`config.mk`:
```
export PLATFORM = sky130hd
export DESIGN_NAME = add_inverse
export DESIGN_NICKNAME = d
export VERILOG_FILES = /design/src/rtl/add_pkg.sv /design/src/rtl/add_inverse_stage.sv /design/src/rtl/add_inverse.sv
export SDC_FILE = /design/constraint.sdc
export NUM_CORES = 1
export LEC_CHECK = 0
export BUFFER_PORTS_ARGS = -buffer_cell sky130_fd_sc_hd__buf_2
export CAP_MARGIN = 20
export CORE_MARGIN = 2
export CORE_UTILIZATION = 52
export DETAILED_ROUTE_END_ITERATION = 10
export PLACE_DENSITY = 0.78
export SYNTH_ARGS = -nofsm -noshare
export SYNTH_HDL_FRONTEND = slang
export SYNTH_SLANG_ARGS = --single-unit
```
`constraint.sdc`:
```
create_clock -name clk -period 1.85 [get_ports clk]
set_input_delay 0.2775 -clock clk [delete_from_list [all_inputs] [get_ports clk]]
set_output_delay 0.2775 -clock clk [all_outputs]
set_load 0.05 [all_outputs]
```
`src/rtl/add_pkg.sv`:
```
// Shared types and the operand-recovery function for the adder inverse checker.
package add_pkg;

    localparam int unsigned OP_W   = 4;
    localparam int unsigned SUM_W  = 5;
    localparam int unsigned DIFF_W = 6;
    localparam int unsigned OP_MAX = (1 << OP_W) - 1;

    // Observed adder transaction: result plus the known operand.
    typedef struct packed {
        logic [SUM_W-1:0] sum;
        logic [OP_W-1:0]  a;
    } add_req_t;

    // Recovered operand and consistency flag.
    typedef struct packed {
        logic [OP_W-1:0] b;
        logic            err;
    } add_rsp_t;

    // b = (sum - a) mod 16; err when no 4-bit b can produce sum from a.
    function automatic add_rsp_t add_recover(input logic [SUM_W-1:0] sum,
                                             input logic [OP_W-1:0]  a);
        logic [DIFF_W-1:0] diff;
        add_rsp_t          rsp;
        diff    = DIFF_W'({1'b0, sum}) - DIFF_W'({2'b00, a});
        rsp.b   = diff[OP_W-1:0];
        rsp.err = (sum < SUM_W'(a)) || (diff[SUM_W-1:0] > SUM_W'(OP_MAX));
        return rsp;
    endfunction

endpackage

```
`src/rtl/add_inverse_stage.sv`:
```
// One valid/ready register slice; ready looks only at local state and downstream ready.
module add_inverse_stage #(
    parameter type T = logic
) (
    input  logic clk,
    input  logic rst,
    input  logic i_valid,
    output logic o_ready,
    input  T     i_data,
    output logic o_valid,
    input  logic i_ready,
    output T     o_data
);

    logic r_valid;
    T     r_data;

    // Accept when empty or when the held item leaves this cycle.
    assign o_ready = !r_valid || i_ready;
    assign o_valid = r_valid;
    assign o_data  = r_data;

    // Load on input transfer, drain when downstream takes the item with nothing new.
    always_ff @(posedge clk) begin
        if (rst) begin
            r_valid <= 1'b0;
            r_data  <= '0;
        end else if (i_valid && o_ready) begin
            r_valid <= 1'b1;
            r_data  <= i_data;
        end else if (i_ready) begin
            r_valid <= 1'b0;
        end
    end

endmodule

```
`src/rtl/add_inverse.sv`:
```
// Two-stage pipelined inverse of the 4-bit adder with transaction/error counters.
module add_inverse
    import add_pkg::*;
#(
    parameter int unsigned CNT_W = 8
) (
    input  logic               clk,
    input  logic               rst,
    input  logic               in_valid,
    output logic               in_ready,
    input  logic [SUM_W-1:0]   in_sum,
    input  logic [OP_W-1:0]    in_a,
    output logic               out_valid,
    input  logic               out_ready,
    output logic [OP_W-1:0]    out_b,
    output logic               out_err,
    output logic [CNT_W-1:0]   txn_cnt,
    output logic [CNT_W-1:0]   err_cnt
);

    add_req_t         w_in_req;
    add_req_t         w_s1_req;
    add_rsp_t         w_s1_rsp;
    add_rsp_t         w_s2_rsp;
    logic             w_s1_valid;
    logic             w_s2_free;
    logic             w_out_fire;
    logic [CNT_W-1:0] r_txn_cnt;
    logic [CNT_W-1:0] r_err_cnt;

    assign w_in_req.sum = in_sum;
    assign w_in_req.a   = in_a;

    // S1: captured request.
    add_inverse_stage #(.T(add_req_t)) u_s1 (
        .clk     (clk),
        .rst     (rst),
        .i_valid (in_valid),
        .o_ready (in_ready),
        .i_data  (w_in_req),
        .o_valid (w_s1_valid),
        .i_ready (w_s2_free),
        .o_data  (w_s1_req)
    );

    // Recovery arithmetic between the stages.
    assign w_s1_rsp = add_recover(w_s1_req.sum, w_s1_req.a);

    // S2: registered result presented downstream.
    add_inverse_stage #(.T(add_rsp_t)) u_s2 (
        .clk     (clk),
        .rst     (rst),
        .i_valid (w_s1_valid),
        .o_ready (w_s2_free),
        .i_data  (w_s1_rsp),
        .o_valid (out_valid),
        .i_ready (out_ready),
        .o_data  (w_s2_rsp)
    );

    assign out_b      = w_s2_rsp.b;
    assign out_err    = w_s2_rsp.err;
    assign w_out_fire = out_valid && out_ready;

    // Delivered-result counters: txn wraps, err saturates at all-ones.
    always_ff @(posedge clk) begin
        if (rst) begin
            r_txn_cnt <= '0;
            r_err_cnt <= '0;
        end else if (w_out_fire) begin
            r_txn_cnt <= r_txn_cnt + CNT_W'(1);
            if (out_err && (r_err_cnt != {CNT_W{1'b1}})) begin
                r_err_cnt <= r_err_cnt + CNT_W'(1);
            end
        end
    end

    assign txn_cnt = r_txn_cnt;
    assign err_cnt = r_err_cnt;

endmodule

```
==> results of run 1 <==
metal layers:
metal	GRT usage	part of all wire	up-vias
met1	0.222	0.42	614
met5	0	0	-
li1	-	-	673
met3	0.0680	0.053	2
met2	0.335	0.52	30
met4	0.0698	0.0051	0
report_power, final:
group	switching [W]	leakage [nW]	internal [W]	total, W
clock	0.000236	0.0515	0.000359	0.000595
sequential	0.0000174	0.261	0.000712	0.000730
combinational	0.000114	0.443	0.0000588	0.000173
total	0.000368	0.755	0.00113	0.00150
logic make-up after synthesis:
family                     Yosys count
and+or+nand+nor                     72
AOI/OAI and AO/OA                   34
DFF                                 32
buffers and inverters               17
xor gates and xnor gates            10
adders and majority gates            7
muxes                                1
sequential cells by signal (all words and copies together) (netlist names):
signal and cells:
txn_cnt 8, u_s2.o_data 5, u_s1.o_data 9, err_cnt 8
u_s1.o_valid 1, u_s2.o_valid 1
worst paths after layout:
kind	startpoint	to	slack (ps)	cells after the start
max	u_s1.o_data[1]	u_s2.o_data[4]	120	6
min	in_a[0]	u_s1.o_data[0]	190	3
max reg2reg	u_s1.o_data[1]	u_s2.o_data[4]	120	6
min reg2reg	u_s1.o_data[2]	u_s1.o_data[2]	460	2
through the flow:
stage / area [sq um] / util / setup WS [ps] / power, W
2_1_floorplan: 1470 / - / 22.6 / 0.000871
3_3_place_gp: 1660 / 0.614 / 248 / 0.000910
3_5_place_dp: 1660 / 0.614 / 132 / 0.000919
4_1_cts: 1760 / 0.649 / 121 / 0.00151
5_1_grt: 1760 / 0.649 / 0.273 / 0.00157
6_report: 1760 / 0.649 / 125 / 0.00150
cell type report:
| class | instances | area (sq um) |
|---|---|---|
| clock buffers | 7 | 65.1 |
| clock inverters | 1 | 30.0 |
| fillers | 244 | 951 |
| inverters | 10 | 37.5 |
| multi-input cells | 124 | 764 |
| flip-flops and latches | 32 | 641 |
| well taps | 31 | 38.8 |
| repair buffers | 36 | 183 |
Yosys cell counts:
master,number
nor2b_1,1
a211oi_1,2
a21o_1,1
and3_1,4
o21ai_0,5
clkbuf_1,7
nor2_1,12
inv_1,10
nand3_1,17
a311o_1,1
or4_1,3
nand2b_1,1
a2111oi_0,1
nor3b_1,2
nand4b_1,1
xor2_1,6
fa_1,1
mux2i_1,1
nand3b_1,1
and2_1,2
and3_4,1
or3_1,3
nand4_1,3
dfxtp_1,32
o32a_1,1
nand2_1,19
nor3_1,2
a21oi_1,20
o31ai_1,2
xnor2_1,4
o21ai_4,1
ha_1,6
critical path: stages, from the launching register on:
cell,delay (ps)
dfxtp_1,350
inv_1,70
ha_1,290
nor2b_1,130
o21ai_0,310
a2111oi_0,170
a311o_1,300
==> results.md, run 1 <==
- Post-Synthesis Cells: ~170
- Die height: 57.2 um
- RSZ-0062 raised after global routing: no
- Max Fanout on Critical Path: 3
- Clk root buf: clkbuf_4
- Overall Global Routing Usage: 0.194
- Fin. max-slew vios: 0
- Reg clk slew, reported paths: approximately 100 ps
- Pwr dens: 851 nW/um^2
- Yosys warning total: 0
- Vias in the first global route: between 1k and 1.5k
- Post-Synth Simple-Gate Area: 0.248
- Netlist cell types: 32
- First-pass GRT wire length: just under 5000 um
- Worst-Skew Late Latency: ~330 ps
- Worst vdd ir: 0.741 mV
- P_leak: ~0.76 nW
- Area growth, synth to finish: 19.8%
- First-pass DRT Iterations: 4
- Worst Skew: 6.31 ps
- Area fraction of the dominant cell type after synthesis: 0.436
- Ratio of cells with drive above 1 in the final layout: 0.219
- Hold Crit Class: in -> reg
- Pin count of the biggest net entering global routing: 37
- Sequential fraction of the synthesis area: 0.436
- Ranking of synthesized cells by area: dfxtp_1 44%, a21oi_1 6.8%, nand3_1 5.8%
- Initial antenna violation count: 0
- Nets: 229
- Post-Synth Adder-Cell Area: 0.0647
- GPL Wtd Cong: about 0.81
- Post-synthesis compound-gate area fraction: 0.141
- Final setup vio count: 0
- Ports: 36
- Crit end category: flip-flop
- DRC: 0
- Most common cell after layout, fill and taps aside: buf_2
- Largest family of logic cells by synthesized area: simple AND/OR/NAND/NOR gates
- Antenna Nets Post-Route: 0
- CP required: ~2100 ps
- Critical path class: reg -> reg
- ANT cells: 0
- Worst path arrival time: 1950 ps
- Period utilisation layout: 0.933
- CTS tree: built
- DR vias/cell: between 5 and 6
- Most frequent cells in the layout: 35 x buf_2, 32 x dfxtp_1, 20 x a21oi_1
- Starting Density: 0.542
- CTS Buffer Depth: 2
- Post-synthesis register bit count: 32
- Routed WL: 2960 um
- GR Overflow Total: 0
- Synth Area in XOR/XNOR: 0.0596
- Max_slew headroom: 0.592
- WHS: roughly 190 ps
- Post-CTS Setup Repair Bufs: 0
- Mapped Avg Cell Area: around 8.5 sq um
- Multiplexer area fraction after synthesis: 0.00681
- Site row count: 19
- PortBufs: 35
- Mapped cell area: between 1000 and 1500 sq um
- 1st-iter DRT viols: 62
- Drt wl/cell: between 10 and 15 um
- Max-Cap Viols: 0
- Core Footprint: ~2700 sq um
- Detailed Place HPWL: 2250 um
- Max frequency: between 500 and 600 MHz
- DIE AREA: 3270 sq um
- Final-report hold violation count: 0
- Slew of the pin with the lowest slew margin: 613 ps
- Synthesized Nets: 193
- PostCTS Resize Cnt: 0
- Num CTS Buffers: 5
- Status: complete, no violations
- Final non-filler cell total: 241
- TritonCTS Sinks: 32
- Via count: around 1.3k
- Inst Count DP: between 200 and 250
- Die Width: roughly 57 um
- CTS Hold Bufs: 0
- Post-layout min period: 1730 ps
- H-tree depth: 2
- Post-route setup TNS: 0 ps
- Crit start category: flip-flop
- Yosys top cell by area: dfxtp_1
(Power assumes the default switching activity.)
==> run 2, diff against run 1 <==
--- a/config.mk
+++ b/config.mk
@@ -10,7 +10,7 @@
 export CORE_MARGIN = 2
 export CORE_UTILIZATION = 52
 export DETAILED_ROUTE_END_ITERATION = 10
-export PLACE_DENSITY = 0.78
+export PLACE_DENSITY = 0.83
 export SYNTH_ARGS = -nofsm -noshare
 export SYNTH_HDL_FRONTEND = slang
 export SYNTH_SLANG_ARGS = --single-unit
==> results.md, run 2 (same netlist as run 1, synthesis figures left out) <==
- Final setup vio count: 0 (unchanged)
- Fill count: 253 (was 244)
- Initial antenna violation count: 0 (unchanged)
- Routed WL: 2860 um (was 2960 um)
- Core Footprint: 2710 sq um (unchanged)
- Max Fanout on Critical Path: 9 (was 3)
- Crit path from: u_s2.o_valid (was u_s1.o_data[1])
- Min-Delay Startpoint: in_sum[3] (was in_a[0])
- Clk root buf: clkbuf_4 (unchanged)
- DIE AREA: 3270 sq um (unchanged)
- Area growth, synth to finish: 19.0% (was 19.8%)
- GPL Wtd Cong: 0.744 (was 0.812)
- Site row count: 19 (unchanged)
- Max-Cap Viols: 0 (unchanged)
- Hold Crit Class: in -> reg (unchanged)
- Fin. max-slew vios: 0 (unchanged)
- 1st-iter DRT viols: 19 (was 62)
- CP peak stage delay: 510 ps (was 350 ps)
- R2R Path Start: u_s1.o_data[4] (was u_s1.o_data[1])
- Overall Global Routing Usage: 0.198 (was 0.194)
- GR Overflow Total: 0 (unchanged)
- Setup ws final: 152 ps (was 125 ps)
- First-pass DRT Iterations: 4 (unchanged)
- Met2 wire length: 1370 um (was 1540 um)
- Worst path slowest cell: dfxtp_1 (unchanged)
- Antenna Nets Post-Route: 0 (unchanged)
- CTS tree: built (unchanged)
- Met3 Wirelength: 119 um (was 156 um)
- Crit start category: flip-flop (unchanged)
- H-tree depth: 2 (unchanged)
- DR vias/cell: 5.35 (was 5.47)
- Max_slew headroom: 0.727 (was 0.592)
- Crit end category: output pin (was flip-flop)
- Post-CTS Setup Repair Bufs: 0 (unchanged)
- WL met1: 1290 um (was 1250 um)
- Pwr dens: 810 nW/um^2 (was 851 nW/um^2)
- Worst-Skew Late Latency: 330 ps (about the same)
- Flop pwr share: 0.515 (was 0.487)
- Reg clk slew, reported paths: 100 ps (about the same)
- Ports: 36 (unchanged)
- Multi-input gate area: 764 sq um (unchanged)
- Int Power: 0.00106 W (was 0.00113 W)
- Post-route setup TNS: 0 ps (unchanged)
- Worst path arrival time: 1420 ps (was 1950 ps)
- First-pass GRT wire length: 4940 um (was 4930 um)
- CP required: 1570 ps (was 2070 ps)
- Num CTS Buffers: 5 (unchanged)
- Nets: 230 (was 229)
- WHS: 182 ps (was 186 ps)
- Starting Density: 0.542 (unchanged)
- FF/Latch Area: 641 sq um (unchanged)
- CTS Hold Bufs: 0 (unchanged)
- Die Width: 57.2 um (unchanged)
- CP bufs+invs: 1 (unchanged)
- Pin count of the biggest net entering global routing: 26 (was 37)
- Status: complete, no violations (unchanged)
- PortBufs: 35 (unchanged)
- Ratio of cells with drive above 1 in the final layout: 0.218 (was 0.219)
- Gate power share: 0.122 (was 0.115)
- DRC: 0 (unchanged)
- Pre-CTS setup slack: 188 ps (was 132 ps)
- Vias in the first global route: 1175 (was 1180)
- Drt wl/cell: 11.8 um (was 12.3 um)
- TritonCTS Sinks: 32 (unchanged)
- Die height: 57.2 um (unchanged)
- PostCTS Resize Cnt: 0 (unchanged)
- Top Layer Used: met4 (unchanged)
- Pwr Total: 0.00142 W (was 0.00150 W)
- Detailed Place HPWL: 2100 um (was 2250 um)
- Via count: 1294 (was 1319)
- RSZ-0062 raised after global routing: no (unchanged)
- Post-layout min period: 1700 ps (was 1730 ps)
- Worst vdd ir: 0.769 mV (was 0.741 mV)
- ANT cells: 0 (unchanged)
- Most common cell after layout, fill and taps aside: buf_2 (unchanged)
- Cell family contributing the most delay on the critical path: flip-flops (was compound AO/OA/AOI/OAI gates)
- Psw: 0.000360 W (was 0.000368 W)
- Worst Skew: 9.66 ps (was 6.31 ps)
- Max FFs per register: 9 (unchanged)
- Critical path class: reg -> out (was reg -> reg)
- Clock power frac: 0.363 (was 0.397)
- Fin util: 0.645 (was 0.649)
- Most frequent cells in the layout: 35 x buf_2, 32 x dfxtp_1, 20 x a21oi_1 (unchanged)
- Max frequency: 589 MHz (was 580 MHz)
- Sw Ratio: 0.254 (was 0.246)
- Slew of the pin with the lowest slew margin: 410 ps (was 613 ps)
- P_leak: 0.751 nW (was 0.755 nW)
- CTS Buffer Depth: 2 (unchanged)
- Final-report hold violation count: 0 (unchanged)
- Cell Chain, Critical Path: nand3b_1, buf_2 (was inv_1, ha_1, nor2b_1, o21ai_0, a2111oi_0, a311o_1)
- Period utilisation layout: 0.918 (was 0.933)
-- run 2: worst paths after layout --
path | depth (start not counted) | end | slack (ps)
min | 3 | u_s1.o_data[7] | 180
min reg2reg | 2 | u_s1.o_data[7] | 460
max reg2reg | 8 | u_s2.o_data[0] | 200
max | 2 | in_ready | 150
-- run 2: layout make-up --
type / count / area share
clock inverters: 2 / 0.0200
repair buffers: 37 / 0.109
multi-input cells: 124 / 0.437
clock buffers: 6 / 0.0236
flip-flops and latches: 32 / 0.366
inverters: 10 / 0.0215
well taps: 31 / 0.0222
-- run 2: power groups by stage --
stage	clock (W)	combinational (W)	sequential [W]
6_report	0.000514	0.000172	0.000729
5_1_grt	0.000566	0.000192	0.000734
3_3_place_gp	0	0.000169	0.000744
4_1_cts	0.000531	0.000173	0.000730
2_1_floorplan	0	0.0000886	0.000783
3_5_place_dp	0	0.000172	0.000746
-- run 2: per-stage QoR --
stage               cells  instance area, sq um
floorplan             173                  1470
global placement      234                  1670
detailed placement    234                  1670
CTS                   242                  1750
global route          242                  1750
finish                242                  1750
-- run 2: routing by layer --
| metal | vias up | track usage |
|---|---|---|
| met5 | - | 0 |
| met4 | 0 | 0.130 |
| met3 | 8 | 0.0476 |
| met2 | 26 | 0.327 |
| met1 | 580 | 0.229 |
| li1 | 680 | - |
-- run 2: worst register-to-register path: cells and delay by family (launching register included) --
| family | cells | cell delay [ps] |
|---|---|---|
| AO/OA/AOI/OAI | 4 | 590 |
| buffers and inverters | 2 | 100 |
| adder cells (fa/ha/maj) | 2 | 540 |
| flip-flops | 1 | 320 |
